===== src/rtl/sync_peak_detector.sv =====
// Correlation peak detector: threshold trigger, fixed search window, peak/offset report, holdoff.
// Define SYNC_PEAK_SIGNED_EN for signed mode (only positive peaks trigger or win).
module sync_peak_detector #(
   parameter int pDAT_W   = 12,
   parameter int pWIN_LEN = 16,
   parameter int pHOLDOFF = 64,
   localparam int OFF_W   = (pWIN_LEN > 1) ? $clog2(pWIN_LEN) : 1
) (
   input  logic                     iclk,
   input  logic                     irst_n,
   input  logic                     iena,
   input  logic signed [pDAT_W-1:0] idat,
   input  logic [pDAT_W-1:0]        ithreshold,
   output logic                     osync,
   output logic [pDAT_W-1:0]        opeak,
   output logic [OFF_W-1:0]         ooffset,
   output logic                     obusy
);

   localparam int HOLD_W = (pHOLDOFF > 1) ? $clog2(pHOLDOFF) : 1;
   localparam logic [OFF_W-1:0]  LAST_POS  = OFF_W'(pWIN_LEN - 1);
   localparam logic [OFF_W-1:0]  ONE_POS   = OFF_W'(1);
   localparam logic [HOLD_W-1:0] HOLD_LAST = HOLD_W'((pHOLDOFF > 0) ? pHOLDOFF - 1 : 0);
   localparam logic [HOLD_W-1:0] HOLD_ONE  = HOLD_W'(1);

   typedef enum logic [1:0] {
      SEARCH  = 2'd0,
      TRACK   = 2'd1,
      HOLDOFF = 2'd2
   } state_t;

   state_t              r_state;
   state_t              w_nextState;
   logic [pDAT_W-1:0]   r_mag;
   logic                r_ena1;
   logic [OFF_W-1:0]    r_winCnt;
   logic [HOLD_W-1:0]   r_holdCnt;
   logic [pDAT_W-1:0]   r_peak;
   logic [OFF_W-1:0]    r_peakOff;
   logic                r_osync;
   logic [pDAT_W-1:0]   r_opeak;
   logic [OFF_W-1:0]    r_ooffset;
   logic [pDAT_W-1:0]   w_stage1Dat;
   logic                w_trigHit;
   logic                w_newPeak;
   logic                w_blockRetrig;
   logic                w_start;
   logic                w_close;
   logic [pDAT_W-1:0]   w_finalPeak;
   logic [OFF_W-1:0]    w_finalOff;
   logic                w_busy;

`ifdef SYNC_PEAK_SIGNED_EN
   assign w_stage1Dat = idat;
   assign w_trigHit   = $signed(r_mag) > $signed(ithreshold);
   assign w_newPeak   = $signed(r_mag) > $signed(r_peak);
`else
   // Two's complement negate; the most negative input maps to 2^(W-1) unsigned.
   assign w_stage1Dat = idat[pDAT_W-1] ? -idat : idat;
   assign w_trigHit   = r_mag > ithreshold;
   assign w_newPeak   = r_mag > r_peak;
`endif

   // With a one-sample window and no holdoff a back-to-back trigger would repeat the strobe.
   assign w_blockRetrig = (pWIN_LEN == 1 && pHOLDOFF == 0) ? r_osync : 1'b0;

   always_ff @(posedge iclk) begin
      if (!irst_n) begin
         r_mag  <= '0;
         r_ena1 <= 1'b0;
      end else begin
         r_mag  <= w_stage1Dat;
         r_ena1 <= iena;
      end
   end

   always_ff @(posedge iclk) begin
      if (!irst_n) begin
         r_state <= SEARCH;
      end else begin
         r_state <= w_nextState;
      end
   end

   always_comb begin
      w_nextState = r_state;
      w_start     = 1'b0;
      w_close     = 1'b0;
      if (r_ena1) begin
         case (r_state)
            SEARCH: begin
               if (w_trigHit && !w_blockRetrig) begin
                  w_start = 1'b1;
                  if (pWIN_LEN == 1) begin
                     w_close     = 1'b1;
                     w_nextState = (pHOLDOFF == 0) ? SEARCH : HOLDOFF;
                  end else begin
                     w_nextState = TRACK;
                  end
               end
            end
            TRACK: begin
               if (r_winCnt == LAST_POS) begin
                  w_close     = 1'b1;
                  w_nextState = (pHOLDOFF == 0) ? SEARCH : HOLDOFF;
               end
            end
            HOLDOFF: begin
               if (r_holdCnt == HOLD_LAST) begin
                  w_nextState = SEARCH;
               end
            end
            default: w_nextState = SEARCH;
         endcase
      end
   end

   always_comb begin
      w_busy = 1'b0;
      if (r_state == TRACK || r_state == HOLDOFF) begin
         w_busy = 1'b1;
      end
   end

   // The closing sample may itself be the new peak, so fold it in before reporting.
   always_comb begin
      w_finalPeak = r_peak;
      w_finalOff  = r_peakOff;
      if (r_state == SEARCH) begin
         w_finalPeak = r_mag;
         w_finalOff  = '0;
      end else if (w_newPeak) begin
         w_finalPeak = r_mag;
         w_finalOff  = r_winCnt;
      end
   end

   always_ff @(posedge iclk) begin
      if (!irst_n) begin
         r_winCnt  <= '0;
         r_holdCnt <= '0;
         r_peak    <= '0;
         r_peakOff <= '0;
         r_osync   <= 1'b0;
         r_opeak   <= '0;
         r_ooffset <= '0;
      end else begin
         r_osync <= w_close;
         if (w_start) begin
            r_peak    <= r_mag;
            r_peakOff <= '0;
            r_winCnt  <= ONE_POS;
         end else if (r_ena1 && r_state == TRACK) begin
            if (w_newPeak) begin
               r_peak    <= r_mag;
               r_peakOff <= r_winCnt;
            end
            r_winCnt <= r_winCnt + ONE_POS;
         end
         if (w_close) begin
            r_holdCnt <= '0;
            r_opeak   <= w_finalPeak;
            r_ooffset <= w_finalOff;
         end else if (r_ena1 && r_state == HOLDOFF) begin
            r_holdCnt <= r_holdCnt + HOLD_ONE;
         end
      end
   end

   assign osync   = r_osync;
   assign opeak   = r_opeak;
   assign ooffset = r_ooffset;
   assign obusy   = w_busy;

endmodule


===== config.mk =====
export PLATFORM = sky130hd
export DESIGN_NAME = sync_peak_detector
export DESIGN_NICKNAME = d
export VERILOG_FILES = /design/src/rtl/sync_peak_detector.sv
export SDC_FILE = /design/constraint.sdc
export NUM_CORES = 1
export LEC_CHECK = 0
export ABC_AREA = 1
export CAP_MARGIN = 20
export CELL_PAD_IN_SITES_DETAIL_PLACEMENT = 0
export CELL_PAD_IN_SITES_GLOBAL_PLACEMENT = 1
export CORE_MARGIN = 3
export CORE_UTILIZATION = 41
export DETAILED_ROUTE_END_ITERATION = 16
export DONT_BUFFER_PORTS = 1
export PLACE_DENSITY = 0.76
export SYNTH_ARGS = -nofsm -noshare
export SYNTH_HDL_FRONTEND = slang
export SYNTH_SLANG_ARGS = --single-unit

===== constraint.sdc =====
create_clock -name iclk -period 1.75 [get_ports iclk]
set_input_delay 0.2625 -clock iclk [delete_from_list [all_inputs] [get_ports iclk]]
set_output_delay 0.2625 -clock iclk [all_outputs]
set_load 0.02 [all_outputs]

Yosys cells after proc, flatten, opt, wreduce, memory -nomap -nowiden:

Index checks and enable logic that the tools add are counted.

* register bits: 58
* logic and storage cells: 54
* output and inout bits: 18
* input bits: 27

* bitwise operators: 1
* eq/ne operators: 7
* mux-type cells: 20
* add/subtract/negate cells: 3
* magnitude comparators: 2
* reductions and logical operators: 9

Operators with widths (count)
* two-way mux 12 bit: 4
* greater-than comparator 12 bit: 2
* negator 12 bit: 1
* two-way mux 11 bit: 1
* two-way mux 1 bit: 9
* two-way mux 4 bit: 2
* adder 6 x 1 -> 6 bit, second input constant: 1
* == test 6 bit, second input constant: 1
* two-way mux 2 bit: 3
* inequality test 2 bit, second input constant: 3
* one-hot mux 2 bit (3 select lines): 1
* adder 4 x 1 -> 4 bit, second input constant: 1
* == test 4 bit, second input constant: 1
* AND reduction 4 bit: 1
* OR reduction 2 bit: 2
* == test 2 x 1 -> 1 bit, second input constant: 1
* == test 2 bit, second input constant: 1
* logical AND 1 bit: 2
* zero test 2 bit: 1
* AND reduction 2 bit: 1
* nonzero test 2 bit: 1
* logical OR 1 bit: 1
* inverter 1 bit: 1

Longest topological paths before layout:

* word-level depth: 5
* mapped depth: 17
* mapped depth without buffers: 16

Least setup slack after synthesis:

No wires, ideal clock.

* kind: register to register
* start point: reg r_peak[11]
* end point: reg r_peak[10]
* cell stages (with the launch flop): 14
* clock period less this slack: 1.747 ns
* path buffers: 2
* required time: 1.680 ns
* path slack: 0.003 ns
* arrival: 1.677 ns
* cell sequence: dfxtp_1 inv_1 ha_1 nand2_1 nor2_2 and2_1 nand2_1 nand3_2 nand2_2 buf_6 buf_6 o21ai_2 nand2_1 a21oi_1

* cells in the longest elaborated chain, start to end: 4

Ends and longest elaborated chain
* from (decl): line 38 `logic [pDAT_W-1:0] r_peak;`
* from (signal assigned): line 150 `r_peak <= r_mag;`
* from (signal assigned): line 155 `r_peak <= r_mag;`
* greater-than comparator 12 bit: line 61 `assign w_newPeak = r_mag > r_peak;`
* two-way mux 12 bit (3 in series)

No other way between the ends. The select of a mux whose other input is x is not followed.
A chain may end at the register's enable or synchronous reset.

Final worst setup path:

* start point: reg r_mag[7]
* end point: reg r_peakOff[1]

* cells in the longest elaborated chain, start to end: 5
* elaborated cells on any way between the ends: 7
* those cells by class: order compare (2); mux (4); reduce/logical (1)

Ends and longest elaborated chain
* from (decl): line 34 `logic [pDAT_W-1:0] r_mag;`
* from (signal assigned): line 72 `r_mag <= w_stage1Dat;`
* greater-than comparator 12 bit: line 60 `assign w_trigHit = r_mag > ithreshold;`
* two-way mux 1 bit: line 92 `if (w_trigHit && !w_blockRetrig) begin`
* two-way mux 1 bit: line 90 `case (r_state)`
* two-way mux 1 bit: line 89 `if (r_ena1) begin`
* OR reduction 2 bit (no line)
* to (signal assigned): line 156 `r_peakOff <= r_winCnt;`
* to (decl): line 39 `logic [OFF_W-1:0] r_peakOff;`

Parallel ways exist; a longest one is shown, timed or not.

==> metrics.yaml <==
run_status:
  status: "finished with violations"
  violations: "setup timing"
final_layout:
  area_growth_pct: 37.0
  final_layout_size_suffix_gt1_frac: 0.330
  antenna_cells: 0
  final_area_um2: 4640
  layout.nets: 618
yosys:
  yosysTopAreaCell: "dfxtp_1"
  syn_avg_cell_area_um2: 6.61
  ys_types: 26
  ys_async_sr_fraction: 0
  syn_area_um2: 3390
  synth_edf_count: 0
  synthTopCellsByArea: "dfxtp_1 34%, nand2_1 16%, ha_1 11%"
  seq_area_frac_synth: 0.343
  synthTopCellsByCount: "143 x nand2_1, 94 x inv_1, 58 x dfxtp_1"
  synthesis.nets: 570
  yosys_warnings: 0
  yosysMostFrequentCell: "nand2_1"
  synth_top_area_frac: 0.343
  syn-instance-count: 513
  synth_ff_type: "dfxtp_1"
  ys_ff_latch: 58
power_and_ir_drop:
  p_leak_nw: 2.16
  ir_drop_uv: 451
  powerDensity_nw_per_um2: 733
setup_path:
  cp.required_ns: 1.98
  critPathMaxFanout: 8
  startpoint_type: "flip-flop"
  cp_data_arrival_time_ns: 2.11
  crit_type: "reg -> reg"
  crit_path_end_kind: "flip-flop"
timing:
  setup_viol: 32
  worstMarginPinSlew_ns: 0.348
  max_freq_mhz: 530
  fin_ws_ns: -0.138
  rsz0062_at_grt: "true"
  hold_violations: 0
  maxSlewHeadroom: 0.767
  setup-tns-final_ns: -2.12
  final-max-slew-violation-count: 0
  period_share: 1.08
  timing.final.crit_period_ns: 1.89
  clock_skew_ns: 0.00837
hold_path:
  hold_class: "in -> reg"
global_route:
  grt_use_total: 0.189
  grt_max_degree: 28
  antenna_found_initial: 0
  grt_pass1_wl_um: 14500
  grt_overflow_total: 0
  grt_pass1_vias: 3074
drt:
  drt-initial-drc-count: 151
  vias: 3335
  vias_per_cell: 4.99
  dr.pass1.iters: 6
  post_drt_wl_per_cell_um: 13.6
  antenna_left: 0
  drt_wl_total_um: 9070
  drc_errors: 0
flow_run:
  maxCapViolations: 0
clock_network:
  root_buffer: "clkbuf_8"
  htreeDepth: 3
  cts_tree: "done"
  cts_sinks: 58
  clkSlewWorstSetupHoldPaths_ns: 0.07
  clockBufferDepth: 2
  clk_latency_ns: 0.34
  cts_made_buffers: 9
place:
  portBuffers: 0
  gp_congestion: 0.899
  postPlaceCellArea_um2: 3810
  dpl.hpwl_um: 6340
die:
  initial_utilization: 0.430
  fp.dieH_um: 96.9
  rows: 32
  coreArea_um2: 7890
  die_width_um: 96.9
  io_pins: 45
  die-area_um2: 9390
-- flip-flops by register name, summed over array words and instances (netlist names) --
register,count
r_holdCnt,6
osync,1
r_state,2
opeak,12
ooffset,4
r_ena1,1
r_peakOff,4
r_mag,12
r_peak,12
r_winCnt,4
-- power breakdown --
part	switching, mW	leakage [nW]	internal, mW
clock network	0.554	0.105	0.727
registers	0.0384	0.479	1.35
logic	0.405	1.58	0.330
-- metrics by stage --
stage	power [mW]	instances	hold WS, ns	setup slack, ns	utilization
floorplan	1.73	513	0.353	0.00283	-
global placement	1.89	647	0.359	-0.168	0.483
detailed placement	1.89	647	0.363	-0.205	0.483
CTS	3.32	667	0.00212	-0.0663	0.553
global route	3.57	668	0.00922	-0.230	0.589
finish	3.40	668	0.0153	-0.138	0.589
-- per-layer routing --
layer  share of wire  vias up  track usage
li1                -     1714            -
met1            0.45     1528        0.234
met2            0.49       81        0.322
met3           0.040       12       0.0346
met4           0.019        0       0.0767
met5               0        -            0
-- path summary, 6_finish.rpt --
| check | start | slack (ns) | endpoint | depth (start not counted) |
|---|---|---|---|---|
| max | r_mag[7] | -0.14 | r_peakOff[1] | 11 |
| min | idat[3] | 0.02 | r_mag[3] | 1 |
| max reg2reg | r_mag[7] | -0.14 | r_peakOff[1] | 11 |
| min reg2reg | r_holdCnt[1] | 0.48 | r_holdCnt[1] | 2 |
-- critical path: stages (launching register included) --
cell     delay (ns)
dfxtp_4        0.38
ha_4           0.29
nand2_4        0.06
nor2_4         0.11
and2_1         0.13
nand2_1        0.07
nand3_2        0.10
nand2_4        0.10
buf_12         0.16
buf_12         0.14
o21ai_4        0.16
a21oi_2        0.07
-- area by class of cell --
type                       count  area [um^2]
tap                          102          128
inverter                      94          353
multi-input combinational    344         2280
timing repair buffer          54          483
clock inverter                 5         52.6
sequential                    58         1190
clock buffer                  11          151
fill                         719         3240
-- kinds of logic after synthesis --
| kind of cell | share of synthesized area |
|---|---|
| adder cells (fa/ha/maj) | 0.111 |
| AO/OA/AOI/OAI | 0.152 |
| AND/OR/NAND/NOR | 0.256 |
| XOR/XNOR | 0.00775 |
| buffers and inverters | 0.131 |
| flip-flops | 0.343 |
-- layout by cell type, fill, tap and decap left out, drive strengths merged, types with 4 or more instances in the layout --
master,count
nor3,4
nand3,30
nor2,26
a21oi,51
ha,30
o21ai,46
clkbuf,11
inv,94
dfxtp,58
nand2,144
buf,53
-- repair_timing --
action	in CTS	in global routing
pin swaps	37	25
resized for setup	106	61
hold endpoints to repair	1	0
setup endpoints to repair	36	37
hold buffers	1	0
buffers inserted	2	1
cloned	1	0
(Power assumes the default switching activity.)
